--- src/rtl/regs_pkg.sv ---
// Shared types and constants for the register-file write path.
package regs_pkg;

    localparam int REGS_DW  = 32;
    localparam int REGS_AW  = 3;
    localparam int REGS_NUM = 8;

    typedef struct packed {
        logic [REGS_AW-1:0] addr;
        logic [REGS_DW-1:0] data;
    } regs_wr_req_t;

    typedef enum logic {
        GNT_REQ0 = 1'b0,
        GNT_REQ1 = 1'b1
    } regs_gnt_e;

endpackage

--- src/rtl/regs_wr_fifo.sv ---
// Small per-requester write FIFO; ready is derived from full only, so a
// full FIFO refuses a push even on a cycle where it is also popped.
module regs_wr_fifo #(
    parameter int W     = 35,
    parameter int DEPTH = 2
) (
    input  logic                     clk,
    input  logic                     cr,
    input  logic                     i_push,
    input  logic [W-1:0]             i_data,
    input  logic                     i_pop,
    output logic [W-1:0]             o_data,
    output logic                     o_full,
    output logic                     o_empty,
    output logic [$clog2(DEPTH):0]   o_count
);

    localparam int PW = $clog2(DEPTH);

    logic [W-1:0]  r_mem [DEPTH];
    logic [PW-1:0] r_wptr;
    logic [PW-1:0] r_rptr;
    logic [PW:0]   r_count;
    logic          w_do_push;
    logic          w_do_pop;

    assign o_full    = (r_count == (PW+1)'(DEPTH));
    assign o_empty   = (r_count == '0);
    assign o_count   = r_count;
    assign o_data    = r_mem[r_rptr];
    assign w_do_push = i_push && !o_full;
    assign w_do_pop  = i_pop && !o_empty;

    always_ff @(posedge clk) begin
        if (w_do_push) begin
            r_mem[r_wptr] <= i_data;
        end
    end

    // Pointers wrap naturally because DEPTH is a power of two.
    always_ff @(posedge clk or negedge cr) begin
        if (!cr) begin
            r_wptr  <= '0;
            r_rptr  <= '0;
            r_count <= '0;
        end else begin
            if (w_do_push) begin
                r_wptr <= r_wptr + PW'(1);
            end
            if (w_do_pop) begin
                r_rptr <= r_rptr + PW'(1);
            end
            case ({w_do_push, w_do_pop})
                2'b10:   r_count <= r_count + (PW+1)'(1);
                2'b01:   r_count <= r_count - (PW+1)'(1);
                default: r_count <= r_count;
            endcase
        end
    end

endmodule

--- src/rtl/regs_wr_arbiter.sv ---
// Two-requester round-robin write arbiter for the 8x32 register file.
// Optional REGS_ZERO_REG_EN suppresses writes to register 0.
module regs_wr_arbiter
    import regs_pkg::*;
#(
    parameter int DW         = REGS_DW,
    parameter int AW         = REGS_AW,
    parameter int FIFO_DEPTH = 2
) (
    input  logic          clk,
    input  logic          cr,
    input  logic          req0_valid,
    output logic          req0_ready,
    input  logic [AW-1:0] req0_addr,
    input  logic [DW-1:0] req0_data,
    input  logic          req1_valid,
    output logic          req1_ready,
    input  logic [AW-1:0] req1_addr,
    input  logic [DW-1:0] req1_data,
    output logic          WE,
    output logic [AW-1:0] Addr_W,
    output logic [DW-1:0] Di,
    output logic          idle
);

    localparam int CW = $clog2(FIFO_DEPTH) + 1;

    regs_gnt_e         r_last_grant;
    logic              w_full0;
    logic              w_full1;
    logic              w_empty0;
    logic              w_empty1;
    logic              w_pop0;
    logic              w_pop1;
    logic [CW-1:0]     w_count0;
    logic [CW-1:0]     w_count1;
    logic [AW+DW-1:0]  w_head0;
    logic [AW+DW-1:0]  w_head1;
    logic [AW+DW-1:0]  w_head;
    logic [AW-1:0]     w_head_addr;
    logic [DW-1:0]     w_head_data;
    logic              w_wr_en;

    regs_wr_fifo #(.W(AW+DW), .DEPTH(FIFO_DEPTH)) u_fifo0 (
        .clk     (clk),
        .cr      (cr),
        .i_push  (req0_valid),
        .i_data  ({req0_addr, req0_data}),
        .i_pop   (w_pop0),
        .o_data  (w_head0),
        .o_full  (w_full0),
        .o_empty (w_empty0),
        .o_count (w_count0)
    );

    regs_wr_fifo #(.W(AW+DW), .DEPTH(FIFO_DEPTH)) u_fifo1 (
        .clk     (clk),
        .cr      (cr),
        .i_push  (req1_valid),
        .i_data  ({req1_addr, req1_data}),
        .i_pop   (w_pop1),
        .o_data  (w_head1),
        .o_full  (w_full1),
        .o_empty (w_empty1),
        .o_count (w_count1)
    );

    assign req0_ready = !w_full0;
    assign req1_ready = !w_full1;
    assign idle       = (w_count0 == '0) && (w_count1 == '0) && !WE;

    // Requester 0 pops when alone or when requester 1 had the previous tie.
    assign w_pop0      = !w_empty0 && (w_empty1 || r_last_grant == GNT_REQ1);
    assign w_pop1      = !w_empty1 && !w_pop0;
    assign w_head      = w_pop0 ? w_head0 : w_head1;
    assign w_head_addr = w_head[AW+DW-1:DW];
    assign w_head_data = w_head[DW-1:0];

    always_comb begin
        w_wr_en = 1'b1;
`ifdef REGS_ZERO_REG_EN
        w_wr_en = (w_head_addr != '0);
`endif
    end

    always_ff @(posedge clk or negedge cr) begin
        if (!cr) begin
            r_last_grant <= GNT_REQ1;
            WE           <= 1'b0;
            Addr_W       <= '0;
            Di           <= '0;
        end else begin
            if (!w_empty0 && !w_empty1) begin
                r_last_grant <= w_pop0 ? GNT_REQ0 : GNT_REQ1;
            end
            if (w_pop0 || w_pop1) begin
                WE     <= w_wr_en;
                Addr_W <= w_head_addr;
                Di     <= w_head_data;
            end else begin
                WE <= 1'b0;
            end
        end
    end

endmodule

--- config.mk ---
export PLATFORM = sky130hd
export DESIGN_NAME = regs_wr_arbiter
export DESIGN_NICKNAME = d
export VERILOG_FILES = /design/src/rtl/regs_pkg.sv /design/src/rtl/regs_wr_fifo.sv /design/src/rtl/regs_wr_arbiter.sv
export SDC_FILE = /design/constraint.sdc
export NUM_CORES = 1
export LEC_CHECK = 0
export BUFFER_PORTS_ARGS = -buffer_cell sky130_fd_sc_hd__buf_2
export CAP_MARGIN = 20
export CORE_MARGIN = 4
export CORE_UTILIZATION = 25
export CTS_BUF_LIST = sky130_fd_sc_hd__clkbuf_4 sky130_fd_sc_hd__clkbuf_8 sky130_fd_sc_hd__clkbuf_16
export CTS_CLUSTER_DIAMETER = 120
export DETAILED_ROUTE_END_ITERATION = 10
export SLEW_MARGIN = 20
export SYNTH_ARGS = -nofsm -noshare
export SYNTH_HDL_FRONTEND = slang
export SYNTH_SLANG_ARGS = --single-unit
--- constraint.sdc ---
create_clock -name clk -period 3.1 [get_ports clk]
set_input_delay 0.62 -clock clk [delete_from_list [all_inputs] [get_ports clk]]
set_output_delay 0.62 -clock clk [all_outputs]
set_load 0.01 [all_outputs]
======== Word level (Yosys, flattened, before mapping) ========
Memory sizes are Yosys's and may differ from the RTL's.
Index checks and enable logic that the tools add are counted.
cells by class
  $add $sub $neg .......................... 8
  multiplexer cells ....................... 9
  equal/unequal tests ..................... 6
  reduce and logical (&&, ||, !) cells .... 21
operator list
  cell                                                 count
  two-way mux 35 bit                                   1
  logical AND 1 bit                                    9
  equality test 2 bit, second input constant           4
  one-hot mux 2 bit (2 select lines)                   2
  logical NOT 1 bit                                    6
  two-way mux 1 bit                                    6
  adder 1 bit, second input constant                   4
  adder 2 x 1 -> 2 bit, second input constant          2
  equality test 2 x 1 -> 1 bit, second input constant  2
  logical NOT 2 bit                                    2
  nonzero test 2 bit                                   2
  subtractor 2 x 1 -> 2 bit, second input constant     2
  logical OR 1 bit                                     2
word-level totals
  register bits after elaboration ......... 45
  output and inout port bits .............. 39
  bits of input ports ..................... 74
  bits in writable memories ............... 140
  memories ................................ 2
  logic and storage cells ................. 56
memory list
  memory         depth  bits a word  read ports  clocked after Yosys merged registers in  write ports  RTL line            text
  u_fifo0.r_mem  2      35           1           0                                        1            regs_wr_fifo.sv:20  logic [W-1:0] r_mem [DEPTH];
  u_fifo1.r_mem  2      35           1           0                                        1            regs_wr_fifo.sv:20

======== Depth between registers and ports, before layout ========
  depth after elaboration ................. 8
  mapped depth ............................ 11
  depth with buffers taken out ............ 7

======== Hierarchy ========
From an unflattened synthesis, not the netlist that was laid out.
unflattened totals
  cell total of the unflattened synthesis .. 424
  area total of the unflattened synthesis .. 7712.4 sq um
modules (own cells, without submodules)
  module           instances  sequential area each (sq um)  area an instance (sq um)  cells each
  regs_wr_fifo     2          2202.1                        2872.8                    127
  regs_wr_arbiter  1          927.1                         1966.9                    170

======== Worst setup path before layout ========
Ideal clock, no wire load.
  path type ............................... flip-flop to flip-flop
  start ................................... register u_fifo1.r_count[0], in the netlist u_fifo1.o_count[0]
  end ..................................... memory u_fifo1.r_mem[0][0] (enable)
  path buffers ............................ 1
  arrival ................................. 2.227 ns
  clock period less this slack ............ 2.655 ns
  library setup time ...................... 0.427 ns
  cell stages (with the launch flop) ...... 5
  setup slack ............................. 0.445 ns
  required time ........................... 2.673 ns
  cells stage by stage .................... dfrtp_1 -> buf_6 -> nand2b_1 -> nand2_1 -> nor2_1
between the ends
  word-level cells in the longest chain between the ends .. 5
RTL lines
  element                                  RTL line               text
  start: declaration                       regs_wr_fifo.sv:23     logic [PW:0] r_count;
  start signal: assignment                 regs_wr_fifo.sv:54     2'b10: r_count <= r_count + (PW+1)'(1);
  start signal: assignment                 regs_wr_fifo.sv:55     2'b01: r_count <= r_count - (PW+1)'(1);
  start signal: assignment                 regs_wr_fifo.sv:56     default: r_count <= r_count;
  equality test 2 bit                      regs_wr_fifo.sv:27     assign o_full = (r_count == (PW+1)'(DEPTH));
  logical NOT 1 bit                        -
  via req1_ready                           regs_wr_arbiter.sv:17  output logic req1_ready,
  logical AND 1 bit                        regs_wr_fifo.sv:31     assign w_do_push = i_push && !o_full;
  two-way mux 1 bit                        regs_wr_fifo.sv:35     if (w_do_push) begin
  two-way mux 1 bit (implied by the code)  regs_wr_fifo.sv:36     r_mem[r_wptr] <= i_data;
  end: declaration                         regs_wr_fifo.sv:20
The timed path passes the listed nets, and every way through them passes these cells.

======== Worst setup path in the final report ========
  start ................................... register u_fifo0.r_count[1], in the netlist u_fifo0.o_count[1]
  end ..................................... output idle
between the ends
  word-level cells in the longest chain between the ends .. 3
RTL lines
  element                         RTL line               text
  start: declaration              regs_wr_fifo.sv:23
  start signal: assignment        regs_wr_fifo.sv:54
  start signal: assignment        regs_wr_fifo.sv:55
  start signal: assignment        regs_wr_fifo.sv:56
  logical NOT 2 bit               regs_wr_arbiter.sv:70  assign idle = (w_count0 == '0) && (w_count1 == '0) && !WE;
  logical AND 1 bit (2 in a row)  regs_wr_arbiter.sv:70
  end: declaration                regs_wr_arbiter.sv:23  output logic idle
No other way between the ends.

==> impl_metrics.json <==
{
  "status": "finished, final reports clean",
  "crit_start": "u_fifo0.o_count[1]$_DFFE_PN0P_",
  "timing.fmax_mhz": 428,
  "numClockSinks": 185,
  "relSlewSlack": 0.365,
  "cts_resized": 0,
  "synthCells": 420,
  "clock_latency_ns": 0.43,
  "drc": 0,
  "overflow": 0,
  "ctsHoldBuffers": 0,
  "io_buffers": 112,
  "min_period_ns": 2.33,
  "cts_buffer_depth": 2,
  "grt_pass1_vias": 4295,
  "start_util": 0.255,
  "die_h_um": 179,
  "tritoncts": "yes",
  "dpl.cell_count": 902,
  "skew_ns": 0.0165,
  "grt_util_all_layers": 0.106,
  "drive_gt1_frac": 0.436,
  "cap_viol_max_count": 0,
  "max-vdd-ir-drop_mv": 0.528,
  "area_growth_syn_to_layout_pct": 21.1,
  "syn-cell-area_um2": 7350,
  "tritoncts.num_buffers": 17,
  "grt_setup_unrepaired": "false",
  "yosysWarnings": 0,
  "ant_nets": 0,
  "dr.pass1.iters": 5,
  "fin_cells": 934,
  "vias": 3895,
  "rows": 62,
  "cp-end-kind": "output pin",
  "pwr_density_cell_nw_per_um2": 1040,
  "finalSetupTns_ns": 0,
  "p_leak_nw": 3.24,
  "critPathMaxFanout": 5,
  "r2r_cells": 7,
  "cts_root_buf": "clkbuf_16",
  "vias_per_cell": 4.17,
  "die-area_um2": 32200,
  "core_area_um2": 28900,
  "slew_violations": 0,
  "ys_seq_area_frac": 0.726,
  "hold_viol": 0,
  "crit_required_ns": 2.48,
  "total_power_mw": 9.25,
  "io_pins": 113,
  "synth_cell_types": 24,
  "cp-start-kind": "register",
  "r2r_start": "u_fifo1.o_count[0]$_DFFE_PN0P_",
  "gp_congestion": 0.686,
  "cp.arrival_ns": 1.71,
  "htree_levels": 4,
  "fin_util": 0.308,
  "wl_per_cell_um": 18.2,
  "syn_avg_cell_area_um2": 17.5,
  "worst_slew_pin_slew_ns": 0.953,
  "die_x_um": 179,
  "synth_seq_cells": 185,
  "min_period_over_period": 0.753,
  "hold_class": "in -> async",
  "setup_viol": 0,
  "worstSetupPathType": "reg -> out",
  "cts_setup_buffers": 0,
  "antenna_found_initial": 0,
  "grt_max_degree": 72,
  "hpwl_um": 11500,
  "grt_pass1_wl_um": 26300,
  "first_iter_violations": 198,
  "wl_um": 17000,
  "syn_nets": 496,
  "diodes": 0,
  "nets": 613,
  "clk_pin_slew_ns": 0.07
}
[state kept, by name, indices dropped and copies added, names as in the netlist, 2 cells and up]
| name | flops |
|---|---|
| u_fifo0.o_count | 2 |
| u_fifo1.o_count | 2 |
| Addr_W | 3 |
| u_fifo1.r_mem | 70 |
| u_fifo0.r_mem | 70 |
| Di | 32 |
[stage by stage]
stage                     instance area [um2]  hold WS (ns)  setup WS [ns]
after global placement                   8340         0.479          0.995
after detailed placement                 8340         0.481          0.928
after CTS                                8900         0.301          0.721
after global routing                     8900         0.340          0.699
after floorplan                          7350         0.324          0.445
final                                    8900         0.287          0.765
[worst paths after layout]
check | end | slack (ns)
max | idle | 0.77
min | WE$_DFF_PN0_ | 0.29
max reg2reg | u_fifo0.o_count[1]$_DFFE_PN0P_ | 0.94
min reg2reg | r_last_grant$_DFFE_PN1P_ | 0.49
max in group asynchronous | Di[9]$_DFFE_PN0P_ | 2.07
min in group clk | u_fifo1.r_mem[0][26]$_DFFE_PP_ | 0.38
[layout make-up]
class	instances	area, um2
clock buffers	18	433
repair buffers	127	698
well taps	384	480
inverters	1	3.75
fillers	2890	20000
flip-flops and latches	185	5330
clock inverters	14	129
multi-input cells	205	1820
[cells in the final DEF, fill, tap and decap left out, types with 3 or more instances in the layout]
cell type  count
clkbuf_16     17
edfxtp_1     140
mux2i_1       35
buf_4         13
nor2_4         3
xnor2_1        8
mux2_2        35
nor3_1        35
nor2_1        38
a311oi_2      35
dfrtp_1       42
inv_6          6
xor2_1         3
buf_2        112
[critical path, cell delays in order, from the launching register on]
cell and delay, ns:
dfrtp_1 0.46, or4_4 0.57, nor2_1 0.12, buf_2 0.15
[cell usage after synthesis (all sizes together)]
| cell type | instances | share of area |
|---|---|---|
| a311oi | 35 | 0.072 |
| and3 | 2 | 0.0017 |
| buf | 23 | 0.026 |
| clkbuf | 6 | 0.0031 |
| dfrtp | 44 | 0.15 |
| dfstp | 1 | 0.0036 |
| edfxtp | 140 | 0.57 |
| ha | 2 | 0.0034 |
| inv | 1 | 0.00051 |
| mux2 | 35 | 0.054 |
| mux2i | 35 | 0.048 |
| nand2 | 2 | 0.0010 |
| nand2b | 2 | 0.0017 |
| nor2 | 41 | 0.021 |
| nor3 | 35 | 0.024 |
| o21ba | 1 | 0.0014 |
| o22a | 1 | 0.0012 |
| o22ai | 1 | 0.00085 |
| or2 | 1 | 0.00085 |
| or4 | 1 | 0.0015 |
| xnor2 | 8 | 0.0095 |
| xor2 | 3 | 0.0036 |
[layer usage]
metal	part of all wire	track usage
met5	0	0
met4	0.0096	0.0271
met3	0.043	0.0305
met2	0.49	0.177
met1	0.46	0.138
[logic make-up (layout without fill, tap and decap cells)]
kind of cell / count (synthesis) / after routing / synth area share
fa+ha+maj: 2 / 2 / 0.00341
xor+xnor: 11 / 11 / 0.0131
flops: 185 / 185 / 0.726
mux: 70 / 70 / 0.101
compound gates: 38 / 38 / 0.0749
buf+inv: 30 / 160 / 0.0295
simple gates: 84 / 84 / 0.0520
[power breakdown]
| group | internal [mW] | switching (mW) |
|---|---|---|
| registers | 3.50 | 0.460 |
| clock network | 1.07 | 1.01 |
| logic | 1.43 | 1.78 |
Note: power is estimated with default switching activity, not from simulation.
